## src/rtl/shift_pipe_if.sv

```systemverilog
// Handshake and data bundle between operand select, the shift pipe and writeback.
// The master drives operations in and consumes results; the slave is the shifter.
interface shift_pipe_if #(
  parameter int WIDTH      = 32,
  parameter int SHAMT_BITS = 5
);
  logic                  in_valid;
  logic                  in_ready;
  logic [WIDTH-1:0]      data_operandA;
  logic [SHAMT_BITS-1:0] ctrl_shiftamt;
  logic [4:0]            ctrl_ALUopcode;
  logic                  out_valid;
  logic                  out_ready;
  logic [WIDTH-1:0]      data_result;
  logic                  data_exception;

  modport master (
    output in_valid, data_operandA, ctrl_shiftamt, ctrl_ALUopcode, out_ready,
    input  in_ready, out_valid, data_result, data_exception
  );

  modport slave (
    input  in_valid, data_operandA, ctrl_shiftamt, ctrl_ALUopcode, out_ready,
    output in_ready, out_valid, data_result, data_exception
  );
endinterface

```

## src/rtl/shift_pipe.sv

```systemverilog
// Two-stage SLL/SRA barrel shifter (16/8 in stage 1, 4/2/1 in stage 2) with valid/ready.
// Define SHIFT_PIPE_SRL_EN to add opcode 00110 as a logical right shift.
module shift_pipe #(
  parameter int WIDTH      = 32,
  parameter int SHAMT_BITS = 5
) (
  input  logic         clock,
  input  logic         reset,
  shift_pipe_if.slave  bus
);

  localparam logic [4:0] OP_SLL = 5'b00100;
  localparam logic [4:0] OP_SRA = 5'b00101;
`ifdef SHIFT_PIPE_SRL_EN
  localparam logic [4:0] OP_SRL = 5'b00110;
`endif

  logic                  s1_valid;
  logic [WIDTH-1:0]      s1_data;
  logic [SHAMT_BITS-3:0] s1_shamt;
  logic                  s1_left;
  logic                  s1_arith;
  logic                  s1_exc;

  logic                  s2_valid;
  logic [WIDTH-1:0]      s2_result;
  logic                  s2_exc;

  logic s2_adv;
  logic in_fire;
  logic s1_move;

  assign s2_adv       = !s2_valid || bus.out_ready;
  assign bus.in_ready = !s1_valid || s2_adv;
  assign in_fire      = bus.in_valid && bus.in_ready;
  assign s1_move      = s1_valid && s2_adv;

  assign bus.out_valid      = s2_valid;
  assign bus.data_result    = s2_result;
  assign bus.data_exception = s2_exc;

  logic dec_left;
  logic dec_arith;
  logic dec_exc;

  // Opcode decode: left vs right direction, arithmetic vs zero fill, or unsupported.
  always_comb begin
    dec_left  = 1'b0;
    dec_arith = 1'b0;
    dec_exc   = 1'b0;
    case (bus.ctrl_ALUopcode)
      OP_SLL: dec_left = 1'b1;
      OP_SRA: dec_arith = 1'b1;
`ifdef SHIFT_PIPE_SRL_EN
      OP_SRL: dec_arith = 1'b0;
`endif
      default: dec_exc = 1'b1;
    endcase
  end

  logic             s1_fill;
  logic [WIDTH-1:0] p16;
  logic [WIDTH-1:0] p8;

  assign s1_fill = dec_arith & bus.data_operandA[WIDTH-1];

  always_comb begin
    p16 = bus.data_operandA;
    if (bus.ctrl_shiftamt[4])
      p16 = dec_left ? {bus.data_operandA[15:0], 16'b0}
                     : {{16{s1_fill}}, bus.data_operandA[31:16]};
    p8 = p16;
    if (bus.ctrl_shiftamt[3])
      p8 = dec_left ? {p16[23:0], 8'b0} : {{8{s1_fill}}, p16[31:8]};
  end

  // The partial keeps bit 31 as the sign for SRA, so stage 2 can refill from it.
  logic             s2_fill;
  logic [WIDTH-1:0] p4;
  logic [WIDTH-1:0] p2;
  logic [WIDTH-1:0] p1;

  assign s2_fill = s1_arith & s1_data[WIDTH-1];

  always_comb begin
    p4 = s1_data;
    if (s1_shamt[2])
      p4 = s1_left ? {s1_data[27:0], 4'b0} : {{4{s2_fill}}, s1_data[31:4]};
    p2 = p4;
    if (s1_shamt[1])
      p2 = s1_left ? {p4[29:0], 2'b0} : {{2{s2_fill}}, p4[31:2]};
    p1 = p2;
    if (s1_shamt[0])
      p1 = s1_left ? {p2[30:0], 1'b0} : {s2_fill, p2[31:1]};
  end

  always_ff @(posedge clock or posedge reset) begin
    if (reset) begin
      s1_valid <= 1'b0;
      s1_data  <= '0;
      s1_shamt <= '0;
      s1_left  <= 1'b0;
      s1_arith <= 1'b0;
      s1_exc   <= 1'b0;
    end else if (in_fire) begin
      s1_valid <= 1'b1;
      s1_data  <= p8;
      s1_shamt <= bus.ctrl_shiftamt[2:0];
      s1_left  <= dec_left;
      s1_arith <= dec_arith;
      s1_exc   <= dec_exc;
    end else if (s1_move) begin
      s1_valid <= 1'b0;
    end
  end

  // Stage 2 holds its result while the consumer stalls; unsupported ops yield zero.
  always_ff @(posedge clock or posedge reset) begin
    if (reset) begin
      s2_valid  <= 1'b0;
      s2_result <= '0;
      s2_exc    <= 1'b0;
    end else if (s1_move) begin
      s2_valid  <= 1'b1;
      s2_result <= s1_exc ? '0 : p1;
      s2_exc    <= s1_exc;
    end else if (bus.out_ready) begin
      s2_valid <= 1'b0;
    end
  end

endmodule
```

## src/flat_wrapper.sv

```systemverilog
// flat-port wrapper written by rule: the top's interface ports become plain ports
module shift_pipe_flat 
#(
  parameter int WIDTH      = 32,
  parameter int SHAMT_BITS = 5
)
  (clock, reset, bus_in_valid, bus_data_operandA, bus_ctrl_shiftamt, bus_ctrl_ALUopcode, bus_out_ready, bus_in_ready, bus_out_valid, bus_data_result, bus_data_exception);
  shift_pipe_if #(.WIDTH(WIDTH), .SHAMT_BITS(SHAMT_BITS)) bus_i ();
  input  logic clock;
  input  logic reset;
  input wire logic [$bits(bus_i.in_valid)-1:0] bus_in_valid;
  input wire logic [$bits(bus_i.data_operandA)-1:0] bus_data_operandA;
  input wire logic [$bits(bus_i.ctrl_shiftamt)-1:0] bus_ctrl_shiftamt;
  input wire logic [$bits(bus_i.ctrl_ALUopcode)-1:0] bus_ctrl_ALUopcode;
  input wire logic [$bits(bus_i.out_ready)-1:0] bus_out_ready;
  output wire logic [$bits(bus_i.in_ready)-1:0] bus_in_ready;
  output wire logic [$bits(bus_i.out_valid)-1:0] bus_out_valid;
  output wire logic [$bits(bus_i.data_result)-1:0] bus_data_result;
  output wire logic [$bits(bus_i.data_exception)-1:0] bus_data_exception;
  assign bus_i.in_valid = bus_in_valid;
  assign bus_i.data_operandA = bus_data_operandA;
  assign bus_i.ctrl_shiftamt = bus_ctrl_shiftamt;
  assign bus_i.ctrl_ALUopcode = bus_ctrl_ALUopcode;
  assign bus_i.out_ready = bus_out_ready;
  assign bus_in_ready = bus_i.in_ready;
  assign bus_out_valid = bus_i.out_valid;
  assign bus_data_result = bus_i.data_result;
  assign bus_data_exception = bus_i.data_exception;
  shift_pipe #(.WIDTH(WIDTH), .SHAMT_BITS(SHAMT_BITS)) u_core (.clock(clock), .reset(reset), .bus(bus_i));
endmodule
```

## config.mk

```make
export PLATFORM = sky130hd
export DESIGN_NAME = shift_pipe_flat
export DESIGN_NICKNAME = d
export VERILOG_FILES = /design/src/rtl/shift_pipe_if.sv /design/src/rtl/shift_pipe.sv /design/src/flat_wrapper.sv
export SDC_FILE = /design/constraint.sdc
export NUM_CORES = 1
export LEC_CHECK = 0
export CAP_MARGIN = 30
export CORE_AREA = 2 2 84 166
export CTS_CLUSTER_DIAMETER = 200
export CTS_CLUSTER_SIZE = 28
export DETAILED_ROUTE_END_ITERATION = 10
export DIE_AREA = 0 0 86 168
export PLACE_DENSITY = 0.71
export SLEW_MARGIN = 10
export SYNTH_ARGS = -nofsm -noshare
export SYNTH_HDL_FRONTEND = slang
export SYNTH_SLANG_ARGS = --single-unit
```

## constraint.sdc

```tcl
create_clock -name clock -period 6.9 [get_ports clock]
set_input_delay 1.38 -clock clock [delete_from_list [all_inputs] [get_ports clock]]
set_output_delay 1.38 -clock clock [all_outputs]
set_load 0.005 [all_outputs]
```

==> impl_metrics.py <==
metrics = {
    "timing": {
        "post-route-period-util_pct": 56.6,
        "max_freq_mhz": 256,
        "period_needed_ns": 3.90,
        "worstMarginPinSlew_ns": 0.800,
        "slew_headroom_pct": 46.7,
        "setup_viol": 0,
        "maxSlewViolCount": 0,
        "clock_skew_ns": 0.00649,
        "report.final.hold_viol_count": 0,
        "setup_tns_ns": 0,
        "rsz0062_at_grt": "false",
    },
    "worst_setup_path": {
        "startpoint_type": "primary input",
        "rrSetupSlack_ns": 3.87,
        "cpMostUsedCell": "clkdlybuf4s50_1",
        "r2r_cells": 6,
        "worstPathArrival_ns": 2.52,
        "cp-end-kind": "output pin",
        "cp_cell_sequence": "clkdlybuf4s50_1 > nand3b_1 > clkdlybuf4s50_1",
        "slowest_delay_ns": 0.52,
        "crit_type": "in -> out",
        "cp.required_ns": 5.52,
        "worst-path-max-fanout": 3,
        "slowest_stage": "clkdlybuf4s50_1",
    },
    "grt": {
        "gr-total-overflow": 0,
        "grt_max_degree": 83,
        "grt_pass1_vias": 6327,
        "grt_pass1_wl_um": 34400,
        "antenna_found_initial": 0,
        "grt_usage_pct": 30.4,
    },
    "detailed_routing": {
        "drc": 0,
        "wire_per_inst_um": 21.7,
        "firstDrtPassIters": 6,
        "vias": 6723,
        "wirelength_um": 21700,
        "ant_nets": 0,
        "initialDrtViolationCount": 900,
        "viasPerCell": 6.73,
    },
    "floorplanning": {
        "core_sq_um": 13300,
        "fp-row-count": 60,
        "io_pins": 81,
        "dieArea_sq_um": 14400,
        "fp.dieH_um": 168,
        "chipWidth_um": 86,
        "start_util_pct": 48.3,
    },
    "pwr": {
        "p_per_area_nw_per_um2": 207,
        "p_leak_nw": 2.93,
        "vdd_drop_max_mv": 0.123,
    },
    "worst_hold_path": {
        "hold_depth": 2,
        "hold_class": "reg -> reg",
    },
    "yosys": {
        "synth_cell_types": 63,
        "yosysWarnings": 0,
        "ys_top_cells_by_count": "nor2_1 (75), a21oi_1 (73), dfrtp_1 (73), o21ai_0 (69), nand2_1 (66)",
        "synth_most_common_cell": "nor2_1",
        "synth_edf_count": 0,
        "synth_area_sq_um": 6420,
        "synthArstFlopShare_pct": 100,
        "yosys.area.top_type_share_pct": 28.4,
        "seq_area_frac_synth_pct": 28.4,
        "ys_ff_latch": 73,
        "synthFlopType": "dfrtp_1",
        "synthTopCellsByArea": "dfrtp_1 (28%), a21oi_1 (5.7%), mux2i_1 (5.5%), o21ai_0 (5.4%), nor2_1 (4.4%)",
        "synth_largest_area_cell": "dfrtp_1",
        "avgSynthCellArea_sq_um": 7.88,
        "netlist_instances": 815,
        "syn-num-nets": 861,
    },
    "clock_network": {
        "insertion_delay_ns": 0.33,
        "post-cts-setup-buffers": 0,
        "cts_tree": "done",
        "cts_made_buffers": 9,
        "htreeDepth": 3,
        "cts_hold_buf": 0,
        "root_buffer": "clkbuf_16",
        "cts_buffer_depth": 2,
        "clk_pin_slew_ns": 0.06,
        "cts.sinks": 73,
        "cts_resized": 0,
    },
    "finish": {
        "nets": 885,
        "multi_input_area_sq_um": 4150,
        "ff_latch_area_sq_um": 1830,
        "syn2layout_area_growth_pct": 16.4,
        "num_antenna_cells": 0,
        "post-route-cell-area_sq_um": 7470,
        "layout-drive-gt1-share_pct": 9.00,
        "fill_cells": 1235,
    },
    "placed_design": {
        "placed_area_sq_um": 7160,
        "place_congestion": 0.920,
        "port_buffers": 80,
        "dp_hpwl_um": 15300,
    },
    "run": {
        "maxCapViolCount": 0,
    },
    "outcome": {
        "status": "finished, final reports clean",
    },
}
==> stage by stage <==
stage	util [%]	hold WS (ns)	setup WS, ns	total power [mW]	instances
after floorplan	-	0.467	3.67	0.930	815
after global placement	53.6	0.462	2.64	1.11	978
after detailed placement	53.9	0.466	2.78	1.12	980
after CTS	55.8	0.478	2.99	1.54	996
after global routing	56.3	0.501	2.95	1.63	999
final	56.3	0.473	3.00	1.55	999
==> final timing paths <==
| check | startpoint | to |
|---|---|---|
| setup reg to reg | u_core.s1_shamt[2] | u_core.bus.data_result[26] |
| hold / removal | u_core.bus.data_result[30] | u_core.bus.data_result[30] |
| max in group asynchronous | reset | u_core.bus.data_result[2] |
| hold reg to reg | u_core.bus.data_result[30] | u_core.bus.data_result[30] |
| min in group asynchronous | reset | u_core.s1_data[20] |
| setup / recovery | bus_out_ready | bus_in_ready |
==> routing by layer <==
metal  vias to the layer above  share of wire [%]  global-route usage [%]
met3                        77                5.3                    2.65
met4                         0                6.7                    18.9
li1                       3121                  -                       -
met1                      3184                 37                    37.4
met5                         -                  0                       0
met2                       341                 51                    50.4
==> placed cells by master (no fill, tap or decap), types with 13 or more instances in the layout <==
master,count
nand2_1,65
inv_1,20
mux2i_1,35
and2_1,15
nand3_1,14
nor2_1,75
o21ai_0,69
nor3_1,25
nand2b_1,15
a21oi_1,73
a221oi_1,17
a211oi_1,18
a22o_1,17
a311oi_1,14
a31oi_1,20
dfrtp_1,70
mux2_2,24
clkdlybuf4s50_1,79
nor2b_1,13
==> worst max-delay path, delay by kind of cell <==
kind	cells	cell delay (ns)
simple gates	1	0.16
buf+inv	2	0.98
==> report_power, final <==
group          leakage [nW]  total [mW]  internal, mW  switching (mW)
Combinational          1.86       0.565         0.244           0.321
Clock                 0.130       0.420         0.241           0.179
Sequential            0.945       0.565         0.472          0.0935
Total                  2.93        1.55         0.957           0.593
==> registers in the layout, indices dropped and copies added (netlist names) <==
signal and count:
u_core.bus.data_result 32, u_core.s1_data 32, u_core.s1_shamt 3, u_core.bus.data_exception 1, u_core.bus.out_valid 1, u_core.s1_arith 1
u_core.s1_exc 1, u_core.s1_left 1, u_core.s1_valid 1
==> logic make-up after synthesis <==
logic type	Yosys count	synth area share, %
AOI/OAI and AO/OA	324	33.8
and+or+nand+nor	246	18.1
buffers and inverters	104	6.98
DFF	73	28.4
muxes	68	12.6
==> cell type report <==
| class | instances | area share [%] |
|---|---|---|
| clock buffers | 12 | 3.16 |
| inverters | 23 | 1.16 |
| well taps | 155 | 2.59 |
| multi-input cells | 638 | 55.5 |
| flip-flops and latches | 73 | 24.5 |
| clock inverters | 4 | 0.268 |
| repair buffers | 94 | 12.8 |
No activity file was read; power rests on OpenSTA's default activity.
